$ cat src/rtl/cb_rd_seq.sv
// Covariance-bank port A read sequencer: issues len consecutive reads and
// returns select/beat/parity aligned with the bank's read data.
module cb_rd_seq #(
  parameter int CB_AW           = 10,
  parameter int SEQ_CNT_DW      = 10,
  parameter int CB_DOUTA_SEL_DW = 5,
  parameter int RD_LAT          = 2
) (
  input  logic                       clk,
  input  logic                       sys_rst,
  input  logic                       start,
  input  logic [CB_DOUTA_SEL_DW-1:0] cmd_sel,
  input  logic [CB_AW-1:0]           cmd_base,
  input  logic [SEQ_CNT_DW-1:0]      cmd_len,
  input  logic                       cmd_dec,
  input  logic                       cmd_l_k_0,
  input  logic                       stall,
  output logic                       ready,
  output logic                       CB_ena,
  output logic [CB_AW-1:0]           CB_addra,
  output logic [CB_DOUTA_SEL_DW-1:0] CB_douta_sel,
  output logic [SEQ_CNT_DW-1:0]      seq_cnt_dout_sel,
  output logic                       l_k_0,
  output logic                       done
);

  // IDLE: accept cmd | DONE0: zero-length pulse | ISSUE: reads | DRAIN: wait for last beat
  typedef enum logic [1:0] {IDLE, DONE0, ISSUE, DRAIN} state_t;

  typedef struct packed {
    logic                       last;
    logic                       lk;
    logic [SEQ_CNT_DW-1:0]      cnt;
    logic [CB_DOUTA_SEL_DW-1:0] sel;
  } beat_t;

  state_t                     state_q, state_d;
  logic [SEQ_CNT_DW-1:0]      cnt_q, cnt_d;
  logic [SEQ_CNT_DW-1:0]      len_q, len_d;
  logic [CB_DOUTA_SEL_DW-1:0] sel_q, sel_d;
  logic [CB_AW-1:0]           base_q, base_d;
  logic                       dec_q, dec_d;
  logic                       lk_q, lk_d;
  logic                       ena_q, ena_d;
  logic [CB_AW-1:0]           addr_q, addr_d;
  logic                       ready_q, ready_d;
  logic                       done_q, done_d;
  beat_t                      push_d;
  logic                       last_beat;
  logic [CB_AW-1:0]           cnt_a;

  // stage 0 is registered alongside CB_ena; stage RD_LAT lines up with CB_douta
  beat_t stage_q [RD_LAT+1];

  assign cnt_a     = CB_AW'(cnt_q);
  assign last_beat = (cnt_q == len_q - SEQ_CNT_DW'(1));

  always_comb begin
    state_d = state_q;
    cnt_d   = cnt_q;
    len_d   = len_q;
    sel_d   = sel_q;
    base_d  = base_q;
    dec_d   = dec_q;
    lk_d    = lk_q;
    ena_d   = 1'b0;
    addr_d  = addr_q;
    push_d  = '0;
    case (state_q)
      IDLE: begin
        if (start) begin
          sel_d  = cmd_sel;
          base_d = cmd_base;
          dec_d  = cmd_dec;
          lk_d   = cmd_l_k_0;
          len_d  = cmd_len;
          cnt_d  = '0;
          if (cmd_len == '0) begin
            state_d = DONE0;
          end else begin
            // beat 0 leaves on the accepting edge so reads start the next cycle
            ena_d       = 1'b1;
            addr_d      = cmd_base;
            push_d.last = (cmd_len == SEQ_CNT_DW'(1));
            push_d.lk   = cmd_l_k_0;
            push_d.cnt  = '0;
            push_d.sel  = cmd_sel;
            cnt_d       = SEQ_CNT_DW'(1);
            state_d     = (cmd_len == SEQ_CNT_DW'(1)) ? DRAIN : ISSUE;
          end
        end
      end
      DONE0: state_d = IDLE;
      ISSUE: begin
        if (!stall) begin
          ena_d       = 1'b1;
          addr_d      = dec_q ? (base_q - cnt_a) : (base_q + cnt_a);
          push_d.last = last_beat;
          push_d.lk   = lk_q;
          push_d.cnt  = cnt_q;
          push_d.sel  = sel_q;
          cnt_d       = cnt_q + SEQ_CNT_DW'(1);
          if (last_beat) state_d = DRAIN;
        end
      end
      DRAIN: if (stage_q[RD_LAT].last) state_d = IDLE;
      default: state_d = IDLE;
    endcase
    ready_d = (state_d == IDLE);
    done_d  = (state_d == DONE0) || stage_q[RD_LAT-1].last;
  end

  always_ff @(posedge clk) begin
    if (sys_rst) begin
      state_q <= IDLE;
      cnt_q   <= '0;
      len_q   <= '0;
      sel_q   <= '0;
      base_q  <= '0;
      dec_q   <= 1'b0;
      lk_q    <= 1'b0;
      ena_q   <= 1'b0;
      addr_q  <= '0;
      ready_q <= 1'b1;
      done_q  <= 1'b0;
      for (int i = 0; i <= RD_LAT; i++) stage_q[i] <= '0;
    end else begin
      state_q <= state_d;
      cnt_q   <= cnt_d;
      len_q   <= len_d;
      sel_q   <= sel_d;
      base_q  <= base_d;
      dec_q   <= dec_d;
      lk_q    <= lk_d;
      ena_q   <= ena_d;
      addr_q  <= addr_d;
      ready_q <= ready_d;
      done_q  <= done_d;
      stage_q[0] <= push_d;
      for (int i = 1; i <= RD_LAT; i++) stage_q[i] <= stage_q[i-1];
    end
  end

  assign ready            = ready_q;
  assign CB_ena           = ena_q;
  assign CB_addra         = addr_q;
  assign CB_douta_sel     = stage_q[RD_LAT].sel;
  assign seq_cnt_dout_sel = stage_q[RD_LAT].cnt;
  assign l_k_0            = stage_q[RD_LAT].lk;
  assign done             = done_q;

endmodule

$ cat config.mk
export PLATFORM = sky130hd
export DESIGN_NAME = cb_rd_seq
export DESIGN_NICKNAME = d
export VERILOG_FILES = /design/src/rtl/cb_rd_seq.sv
export SDC_FILE = /design/constraint.sdc
export NUM_CORES = 1
export LEC_CHECK = 0
export CORE_MARGIN = 5
export CORE_UTILIZATION = 59
export DETAILED_ROUTE_END_ITERATION = 8
export PLACE_DENSITY = 0.82
export SETUP_SLACK_MARGIN = 0.15
export SLEW_MARGIN = 15
export SYNTH_ARGS = -nofsm -noshare
export SYNTH_HDL_FRONTEND = slang
export SYNTH_SLANG_ARGS = --single-unit
$ cat constraint.sdc
create_clock -name clk -period 6.4 [get_ports clk]
set_input_delay 0.96 -clock clk [delete_from_list [all_inputs] [get_ports clk]]
set_output_delay 0.96 -clock clk [all_outputs]
set_load 0.01 [all_outputs]
======== Yosys cells after proc, flatten, opt, wreduce, memory -nomap -nowiden ========
Memories as Yosys holds them, arrays and structs flattened.
Cells that the tools add are included.
storage, ports and cells
  bits of input ports ..................... 31
  register bits ........................... 52
  memories ................................ 1
  bits in read-only memories .............. 0
  RAM bits ................................ 51
  latch bits .............................. 0
  logic and storage cells ................. 66
operators by class
  divide/modulo/power cells ............... 0
  mux-type cells .......................... 30
  add/subtract/negate cells ............... 4
  multiply operators ...................... 0
  reductions and logical operators ........ 8
  bitwise gates (word level) .............. 3
  shifts and indexed selects .............. 0
  eq/ne operators ......................... 9
  magnitude comparators ................... 0
memories
  name     depth  bits a word  read ports  clocked after Yosys merged registers in  wr ports  line  RTL
  stage_q  3      17           3           0                                        3         53    beat_t stage_q [RD_LAT+1];
operator list
  operator                                               number
  two-way mux 17 bit                                     6
  two-way mux 10 bit                                     6
  case mux 10 bit (2 select lines)                       2
  case mux 17 bit (2 select lines)                       1
  adder 10 x 1 -> 10 bit (second input constant)         1
  adder 10 bit                                           1
  equality test 10 x 1 -> 1 bit (second input constant)  1
  equality test 10 bit                                   1
  zero test 10 bit                                       1
  two-way mux 2 bit                                      5
  subtractor 10 x 1 -> 10 bit (second input constant)    1
  subtractor 10 bit                                      1
  two-way mux 1 bit                                      8
  case mux 2 bit (4 select lines)                        1
  inequality test 2 bit (second input constant)          3
  equality test 2 x 1 -> 1 bit (second input constant)   2
  equality test 2 bit (second input constant)            2
  zero test 2 bit                                        2
  AND reduction 4 bit                                    1
  bitwise OR 1 bit                                       3
  AND reduction 3 bit                                    1
  case mux 1 bit (2 select lines)                        1
  AND reduction 2 bit                                    1
  nonzero test 2 bit                                     1
  logical OR 1 bit                                       1

======== Depth between registers and ports, before layout ========
Gate-level depths: netlist (run 1).
  depth in word-level cells ............... 7
  depth in mapped cells ................... 14

======== Worst setup path after synthesis (run 1) ========
Ideal clock, no wire load.
  path type ............................... reg-to-reg
  start point ............................. reg cnt_q[0] (netlist: cnt_a[0])
  end point ............................... reg addr_q[8] (netlist: CB_addra[8])
  arrival ................................. 2384 ps
  library setup time ...................... 124 ps
  clock period less this slack ............ 2508 ps
  data required time ...................... 6276 ps
  cell stages (with the launch flop) ...... 12
  buffers on the path ..................... 1
  setup slack ............................. 3892 ps
  path through ............................ dfxtp_1 > clkbuf_1 > inv_1 > ha_1 > mux2i_1 > fa_1 > a21oi_1 > o21ai_0 > a2111oi_0 > nor3_1 > xnor2_1 > o21ai_0
between the ends
  word-level cells in the longest chain between the ends .. 4
ends and longest elaborated chain
  what                                                      line  RTL
  from (decl)                                               38    logic [SEQ_CNT_DW-1:0] cnt_q, cnt_d;
  from (signal assigned)                                    129   cnt_q <= cnt_d;
  adder 10 bit / subtractor 10 bit (equally long branches)  97    addr_d = dec_q ? (base_q - cnt_a) : (base_q + cnt_a);
  two-way mux 10 bit (*)                                    97
  two-way mux 10 bit (*)                                    95    if (!stall) begin
  case mux 10 bit (2 select lines) (*)                      69    case (state_q)
  to (signal assigned)                                      136   addr_q <= addr_d;
  to (decl)                                                 45    logic [CB_AW-1:0] addr_q, addr_d;
Every way passes the cells marked *; elsewhere a longest branch is shown, timed or not. The select of a mux whose other input is x is not followed.
A chain may end at the register's enable or synchronous reset.

==> results of run 1 <==
## per-layer routing
metal / GRT usage / wire (um)
met5: 0 / 0
met4: 0.0948 / 206
met3: 0.0360 / 704
met2: 0.360 / 4430
met1: 0.264 / 3920
## power by group
part           internal [W]  leakage, nW  switching [W]
clock network      0.000150       0.0949       0.000234
registers          0.000664        0.839      0.0000195
logic              0.000103         1.02       0.000117
## metrics by stage
stage,setup slack [ns],util,instance area [um^2],total power (W)
final,3.26,0.701,5080,0.00129
after global routing,3.12,0.701,5080,0.00135
after CTS,3.32,0.701,5080,0.00129
after detailed placement,2.94,0.675,4890,0.000915
after global placement,3.02,0.675,4890,0.000907
after floorplan,3.89,-,4380,0.000842
## how the worst min path moves through the flow
stage | to | slack [ns] | cells past startpoint
2_1_floorplan | stage_q[0][17] | 0.41 | 1
4_1_cts | stage_q[0][41] | 0.44 | 1
6_report | stage_q[0][47] | 0.44 | 1
5_1_grt | stage_q[0][41] | 0.46 | 1
3_3_place_gp | stage_q[0][42] | 0.42 | 1
3_5_place_dp | stage_q[0][47] | 0.42 | 1
## critical path, stage by stage
cell,delay [ns]
clkdlybuf4s50_1,0.42
nor4_1,0.63
a41oi_2,0.45
nor2_1,0.58
nor3_2,0.15
and2_1,0.21
## Yosys cell counts (all sizes together), types with 3 or more instances
| cell | count |
|---|---|
| nand3 | 5 |
| nand2 | 76 |
| a311oi | 3 |
| clkbuf | 20 |
| xor2 | 13 |
| and2 | 8 |
| and3 | 3 |
| nand4 | 4 |
| a41oi | 3 |
| nor2 | 44 |
| a21o | 4 |
| and4 | 5 |
| ha | 12 |
| xnor2 | 22 |
| inv | 11 |
| dfxtp | 103 |
| nor3 | 11 |
| o211ai | 3 |
| a21oi | 45 |
| a31oi | 5 |
| buf | 22 |
| a22oi | 7 |
| o21ai | 11 |
| nor2b | 35 |
## registers in the layout, indices dropped and copies added (netlist names)
name	cells
CB_addra	10
CB_ena	1
base_q	10
cnt_a	10
dec_q	1
done	1
len_q	10
lk_q	1
ready	1
sel_q	5
stage_q	51
state_q	2
## cell type report
cell class | count | share of cell area
Timing Repair Buffer | 62 | 0.120
Clock buffer | 9 | 0.0244
Clock inverter | 7 | 0.0130
Inverter | 11 | 0.00812
Multi-Input combinational cell | 343 | 0.405
Sequential cell | 103 | 0.406
Tap cell | 99 | 0.0244
## logic make-up after synthesis
| family | after synthesis | share of synthesized area |
|---|---|---|
| AOI/OAI and AO/OA | 92 | 0.131 |
| xor gates and xnor gates | 35 | 0.0699 |
| adders and majority gates | 13 | 0.0388 |
| buffers and inverters | 53 | 0.0602 |
| DFF | 103 | 0.470 |
| muxes | 2 | 0.00457 |
| and+or+nand+nor | 201 | 0.225 |
==> results_dict.tcl, run 1 <==
set metrics [dict create \
    status "completed" \
    ir_drop_v 0.000142 \
    crit_start "cmd_len[4]" \
    fin_crit_ns 3.14 \
    n_fill_cell 590 \
    antenna_cells 0 \
    cap_violations 0 \
    syn-instance-count 499 \
    critPathKind "primary input to flip-flop" \
    worstMarginPinSlew_ns 0.863 \
    slew_headroom 0.423 \
    ant_nets 0 \
    slew_violations 0 \
    start_kind "primary input" \
    syn2layout_area_growth_pct 16.0 \
    yosys.area.top_type "dfxtp_1" \
    nNetsFinal 574 \
    synth_top_flop_cell "dfxtp_1" \
    wirelength_um 9260 \
    die_h_um 96.2 \
    synth.distinct_cells 49 \
    setup_viol 0 \
    synth_fp_nets 543 \
    reg2regPathDepth 13 \
    r2r_start "cnt_a[0]" \
    yosys_warnings 0 \
    hold_violations 0 \
    min_period_over_period 0.491 \
    min_from "stage_q[0][30]" \
    fmax_mhz 318 \
    drtPass1Iterations 5 \
    row_count 31 \
    routedWlPerCell_um 14.6 \
    core_area_um2 7250 \
    rsz0062_at_grt "false" \
    grt_pass1_vias 3310 \
    final_common_cell "dfxtp_1" \
    drt_iter0_markers 227 \
    cp-endpoint "stage_q[0][10]" \
    grt_max_degree 77 \
    clk_pin_slew_ns 0.09 \
    synthTopCellsByArea "dfxtp_1 47%, nand2_1 6.5%, a21oi_1 5.1%" \
    grt_pass1_wl_um 15100 \
    io_pins 60 \
    initial_core_util 0.604 \
    r2r_end "CB_addra[9]" \
    grt.total_usage 0.213 \
    cp.arrival_ns 3.41 \
    cts.sink_count 103 \
    layout.area.seq_um2 2060 \
    yosysTopAreaCellShare 0.470 \
    dieArea_um2 9250 \
    insertion_delay_ns 0.37 \
    cts_buffer_depth 2 \
    port_buffers 59 \
    layout_common_cells "103 x dfxtp_1, 76 x nand2_1, 58 x clkdlybuf4s50_1" \
    root_buffer "clkbuf_8" \
    ys_ff_latch 103 \
    skew_ns 0.0139 \
    route.vias.total 3468 \
    syn_avg_cell_area_um2 8.78 \
    cp_max_fo 12 \
    globalplace.congestion 0.872 \
    hold_slack_ns 0.441 \
    cellPowerDensity_nw_per_um2 253 \
    finalNonFillerCells 634 \
    cts-hold-fix-buffers 0 \
    route.detailed.drc 0 \
    numCtsBuffers 9 \
    cts_setup_buffers 0 \
    viasPerCell 5.47 \
    multi_input_area_um2 2060 \
    critPathRequiredTime_ns 6.66 \
    die_x_um 96.2 \
    dp_cells 618 \
    antenna_found_initial 0 \
    cp-end-kind "flip-flop" \
    post-dp-hpwl_um 6670 \
    layout-drive-gt1-share 0.0542 \
    htree_num_levels 3 \
    cts_tree "built" \
    r2r_slack_ns 3.55 \
    synth_edf_count 0 \
    finalSetupTns_ns 0 \
    post_cts_resized 0 \
    synthArstFlopShare 0 \
    p_leak_nw 1.96 \
    ys_seq_area_frac 0.470 \
    hp-class "flip-flop to flip-flop" \
    grt_overflow 0 \
    syn-cell-area_um2 4380 \
]
(Power assumes the default switching activity.)
==> run 2, diff against run 1 <==
--- a/config.mk
+++ b/config.mk
@@ -6,9 +6,9 @@
 export NUM_CORES = 1
 export LEC_CHECK = 0
 export CORE_MARGIN = 5
-export CORE_UTILIZATION = 59
+export CORE_UTILIZATION = 54
 export DETAILED_ROUTE_END_ITERATION = 8
-export PLACE_DENSITY = 0.82
+export PLACE_DENSITY = 0.76
 export SETUP_SLACK_MARGIN = 0.15
 export SLEW_MARGIN = 15
 export SYNTH_ARGS = -nofsm -noshare
==> constraint.sdc (replaced) <==
create_clock -name clk -period 3.2 [get_ports clk]
set_input_delay 0.48 -clock clk [delete_from_list [all_inputs] [get_ports clk]]
set_output_delay 0.48 -clock clk [all_outputs]
set_load 0.01 [all_outputs]
==> run 2 against run 1 <==
  * Hold slack gained 0.0032 ns
  * Die area up 8.3%
  * Non-clock buffer count increased by 5
  * Count of clock-buffer cells in the layout stayed put
  * Clock skew shrank 0.0026 ns
  * Power rose by 100%
  * Setup slack worse by 2.8 ns
  * Cell count grew 1.3%
  * Final area is 0.81% higher
  * Via count down 0.29%
  * Global-route usage shrank 1.7 points
  * Utilization fell by 4.4 points
==> results_dict.tcl, run 2 (synthesis gave the netlist of run 1 again) <==
set metrics [dict create \
    place_area_um2 4940 \
    port_buffers 59 \
    p_leak_nw 1.98 \
    numCtsBuffers 9 \
    grt.total_usage 0.196 \
    cp_max_fo 9 \
    grt_pass1_vias 3339 \
    root_buffer "clkbuf_8" \
    r2r_slack_ns 0.44 \
    slew_headroom 0.566 \
    drt_iter0_markers 106 \
    slew_violations 0 \
    critPathRequiredTime_ns 3.49 \
    critPathKind "flip-flop to flip-flop" \
    htree_num_levels 3 \
    hp-class "flip-flop to flip-flop" \
    layout_common_cells "103 x dfxtp_1, 76 x nand2_1, 58 x clkdlybuf4s50_1" \
    die_h_um 100 \
    cap_violations 0 \
    min_from "stage_q[0][14]" \
    routedWlPerCell_um 14.8 \
    status "completed" \
    ir_drop_v 0.000249 \
    drtPass1Iterations 4 \
    cts.sink_count 103 \
    final_common_cell "dfxtp_1" \
    reg2regPathDepth 10 \
    cts_tree "built" \
    top_register "stage_q" \
    final_area_um2 5130 \
    cp.arrival_ns 3.06 \
    initial_core_util 0.561 \
    cts_buffer_depth 2 \
    grt_overflow 0 \
    post_cts_resized 0 \
    antenna_found_initial 0 \
    skew_ns 0.0112 \
    core_area_um2 7810 \
    antenna_cells 0 \
    cp-end-kind "flip-flop" \
    die_x_um 100 \
    route.vias.total 3458 \
    nNetsFinal 579 \
    cellPowerDensity_nw_per_um2 505 \
    route.detailed.drc 0 \
    syn2layout_area_growth_pct 17.0 \
    ant_nets 0 \
    setup_viol 0 \
    finalSetupTns_ns 0 \
    r2r_start "cnt_a[0]" \
    dieArea_um2 10000 \
    rsz0062_at_grt "false" \
    worstMarginPinSlew_ns 0.650 \
    fmax_mhz 362 \
    viasPerCell 5.39 \
    fin_crit_ns 2.76 \
    min_period_over_period 0.864 \
    hold_violations 0 \
    clk_pin_slew_ns 0.10 \
    io_pins 60 \
    cp-endpoint "CB_addra[8]" \
    largest_register_ffs 51 \
    holdPathStages 1 \
    grt_max_degree 39 \
    insertion_delay_ns 0.37 \
    crit_start "cnt_a[0]" \
    cts_setup_buffers 0 \
    start_kind "flip-flop" \
    wirelength_um 9480 \
    row_count 32 \
    r2r_end "CB_addra[8]" \
    grt_pass1_wl_um 15600 \
    cts-hold-fix-buffers 0 \
    layout-drive-gt1-share 0.0630 \
    post-dp-hpwl_um 7030 \
    globalplace.congestion 0.913 \
]
[run 2: cell types whose count changed in the layout (fill, tap and decap cells not counted), sizes merged]
cell  previous run  this run
buf              4         9
[run 2: stage by stage]
stage	hold WS [ns]	utilization	cells	setup WS [ns]	total power (W)
2_1_floorplan	0.414	-	499	0.692	0.00168
3_3_place_gp	0.417	0.632	626	0.547	0.00182
3_5_place_dp	0.425	0.632	626	0.443	0.00184
4_1_cts	0.449	0.657	642	0.462	0.00260
5_1_grt	0.465	0.657	642	0.224	0.00271
6_report	0.444	0.657	642	0.436	0.00259
[run 2: worst min path at each step]
| stage | to | slack [ns] |
|---|---|---|
| detailed placement | stage_q[0][25] | 0.43 |
| floorplan | stage_q[0][17] | 0.41 |
| global route | stage_q[0][25] | 0.46 |
| CTS | stage_q[0][25] | 0.45 |
| finish | stage_q[0][31] | 0.44 |
| global placement | stage_q[0][17] | 0.42 |
[run 2: critical path: stages (launching register included)]
cell and delay [ns]:
dfxtp_1 0.52, inv_1 0.11, ha_1 0.31, mux2i_1 0.12
fa_1 0.45, a21oi_1 0.19, o21ai_0 0.13, a2111oi_0 0.43
nor3_1 0.14, xnor2_1 0.14, o21ai_0 0.14
[run 2: final cells by class]
type                            instances  area, um^2
Tap cell                              102         128
Inverter                               11        41.3
Multi-Input combinational cell        343        2060
Clock buffer                            9         124
Timing Repair Buffer                   67         646
Sequential cell                       103        2060
Fill cell                             662        2680
Clock inverter                          7        66.3
[run 2: power by group]
part           leakage [nW]  switching, W  internal (W)
Clock                0.0949      0.000477      0.000300
Sequential            0.839     0.0000366       0.00133
Combinational          1.05      0.000236      0.000210
[run 2: routing by layer]
layer  track usage  routed length [um]
met5             0                   0
met2         0.340                4750
met4        0.0850                 265
met3        0.0417                 372
met1         0.233                4100
==> run 3, diff against run 2 <==
--- a/config.mk
+++ b/config.mk
@@ -7,9 +7,11 @@
 export LEC_CHECK = 0
 export CORE_MARGIN = 5
 export CORE_UTILIZATION = 54
+export CTS_BUF_LIST = sky130_fd_sc_hd__clkbuf_16
 export DETAILED_ROUTE_END_ITERATION = 8
+export GPL_TIMING_DRIVEN = 0
 export PLACE_DENSITY = 0.76
-export SETUP_SLACK_MARGIN = 0.15
+export SETUP_SLACK_MARGIN = 0.5
 export SLEW_MARGIN = 15
 export SYNTH_ARGS = -nofsm -noshare
 export SYNTH_HDL_FRONTEND = slang
==> run 3 against run 2 <==
  * Combinational power increased by 15%
  * Sequential power about the same
  * Via count up 9.3%
  * Setup slack improved by 0.13 ns
  * Sequential cell count is the same
  * Clock power rose by 38%
  * Power grew 14%
  * Die area unchanged
  * Cell count is 6.5% higher
  * Fmax is 5.1% higher
  * Highest routed layer unchanged
==> results_dict.tcl, run 3 (synthesis gave the netlist of run 1 again) <==
set metrics [dict create \
    status "completed" \
    multi_input_area_um2 2110 \
    fin_util 0.707 \
    cp_slowest_cell "a2111oi_2" \
    cts.sink_count 103 \
    grt_pass1_wl_um 17600 \
    critPathRequiredTime_ns 3.43 \
    cp-end-kind "flip-flop" \
    slew_violations 0 \
    ir_drop_v 0.000318 \
    route.vias.total 3781 \
    layout_common_cells "101 x dfxtp_1, 75 x nand2_1, 59 x clkdlybuf4s50_1" \
    cts_buffer_depth 2 \
    p_leak_nw 2.19 \
    top_register "stage_q" \
    min_period_over_period 0.822 \
    skew_ns 0.00816 \
    cpMostUsedCell "xnor2_1" \
    dieArea_um2 10000 \
    drtPass1Iterations 5 \
    grt.total_usage 0.220 \
    grt_max_degree 20 \
    die_x_um 100 \
    layout-drive-gt1-share 0.117 \
    port_buffers 59 \
    root_buffer "clkbuf_16" \
    clk_pin_slew_ns 0.07 \
    viasPerCell 5.53 \
    largest_register_ffs 51 \
    cap_violations 0 \
    grt_overflow 0 \
    wirelength_um 10800 \
    htree_num_levels 3 \
    numCtsBuffers 9 \
    hold_violations 0 \
    setup_viol 0 \
    critPathKind "flip-flop to flip-flop" \
    start_kind "flip-flop" \
    drt_iter0_markers 317 \
    ant_nets 0 \
    io_pins 60 \
    path_cells "buf_6 -> inv_2 -> ha_4 -> buf_4 -> a21oi_1 -> xnor2_1 -> ha_1 -> o21a_1 -> a2111oi_2 -> nor3_1 -> xnor2_1 -> o21ai_1" \
    post-dp-hpwl_um 7580 \
    initial_core_util 0.561 \
    insertion_delay_ns 0.34 \
    cp.buffers_inverters 3 \
    critPathTopFamily "compound AO/OA/AOI/OAI gates" \
    routedWlPerCell_um 15.8 \
    power_w 0.00294 \
    nNetsFinal 621 \
    final_common_cell "dfxtp_1" \
    grt_pass1_vias 3681 \
    cp_max_fo 7 \
    route.detailed.drc 0 \
    die_h_um 100 \
    row_count 32 \
    fin_crit_ns 2.63 \
    cellPowerDensity_nw_per_um2 533 \
    hp-class "flip-flop to flip-flop" \
    antenna_found_initial 0 \
    layout.area.seq_um2 2070 \
    syn2layout_area_growth_pct 25.9 \
    max_stage_delay_ns 0.38 \
    cts-hold-fix-buffers 0 \
    n_fill_cell 616 \
    slew_headroom 0.475 \
    finalSetupTns_ns 0 \
    cp.arrival_ns 2.86 \
    antenna_cells 0 \
    fmax_mhz 380 \
    cts_tree "built" \
    core_area_um2 7810 \
    worstMarginPinSlew_ns 0.784 \
    rsz0062_at_grt "false" \
    globalplace.congestion 0.886 \
]
[run 3: cell types whose count changed in the layout (fill, tap and decap cells not counted), sizes merged]
cell	delta
clkdlybuf4s50	+1
clkbuf	+18
clkinv	+1
buf	+23
clkinvlp	-1
[run 3: area by class of cell]
type / instances / area share
Inverter: 11 / 0.00748
Sequential cell: 103 / 0.374
Clock buffer: 9 / 0.0408
Multi-Input combinational cell: 343 / 0.382
Tap cell: 102 / 0.0231
Timing Repair Buffer: 67 / 0.118
Buffer: 42 / 0.0424
Clock inverter: 7 / 0.0122
[run 3: path summary, 6_finish.rpt]
path | from | to | slack (ns) | cells past startpoint
worst min register to register | stage_q[0][24] | stage_q[0][41] | 0.43 | 1
worst max-delay path | cnt_a[0] | CB_addra[8] | 0.57 | 12
worst max register to register | cnt_a[0] | CB_addra[8] | 0.57 | 12
worst min-delay path | stage_q[0][24] | stage_q[0][41] | 0.43 | 1
[run 3: routing by layer]
metal | track usage | up-vias | part of all wire
li1 | - | 1810 | -
met1 | 0.262 | 1773 | 0.40
met2 | 0.383 | 170 | 0.50
met3 | 0.0563 | 28 | 0.081
met4 | 0.0798 | 0 | 0.025
met5 | 0 | - | 0
[run 3: metrics by stage]
stage	worst slack (ns)	instances	hold slack (ns)	cell area, um^2
finish	0.569	684	0.428	5520
global route	0.445	684	0.450	5520
CTS	0.479	680	0.435	5450
detailed placement	0.237	660	0.420	5100
global placement	0.307	660	0.417	5100
floorplan	0.692	499	0.414	4380
[run 3: repair_timing]
item	CTS	global route
gates resized for setup	9	20
buffers inserted	4	4
endpoints found under the setup margin	5	4
pin swaps	5	15
[run 3: where the power goes]
part | internal, W | leakage, nW | total [W] | switching, W
clock network | 0.000547 | 0.145 | 0.00107 | 0.000520
logic | 0.000240 | 1.20 | 0.000512 | 0.000272
registers | 0.00133 | 0.840 | 0.00136 | 0.0000339
total | 0.00211 | 2.19 | 0.00294 | 0.000826
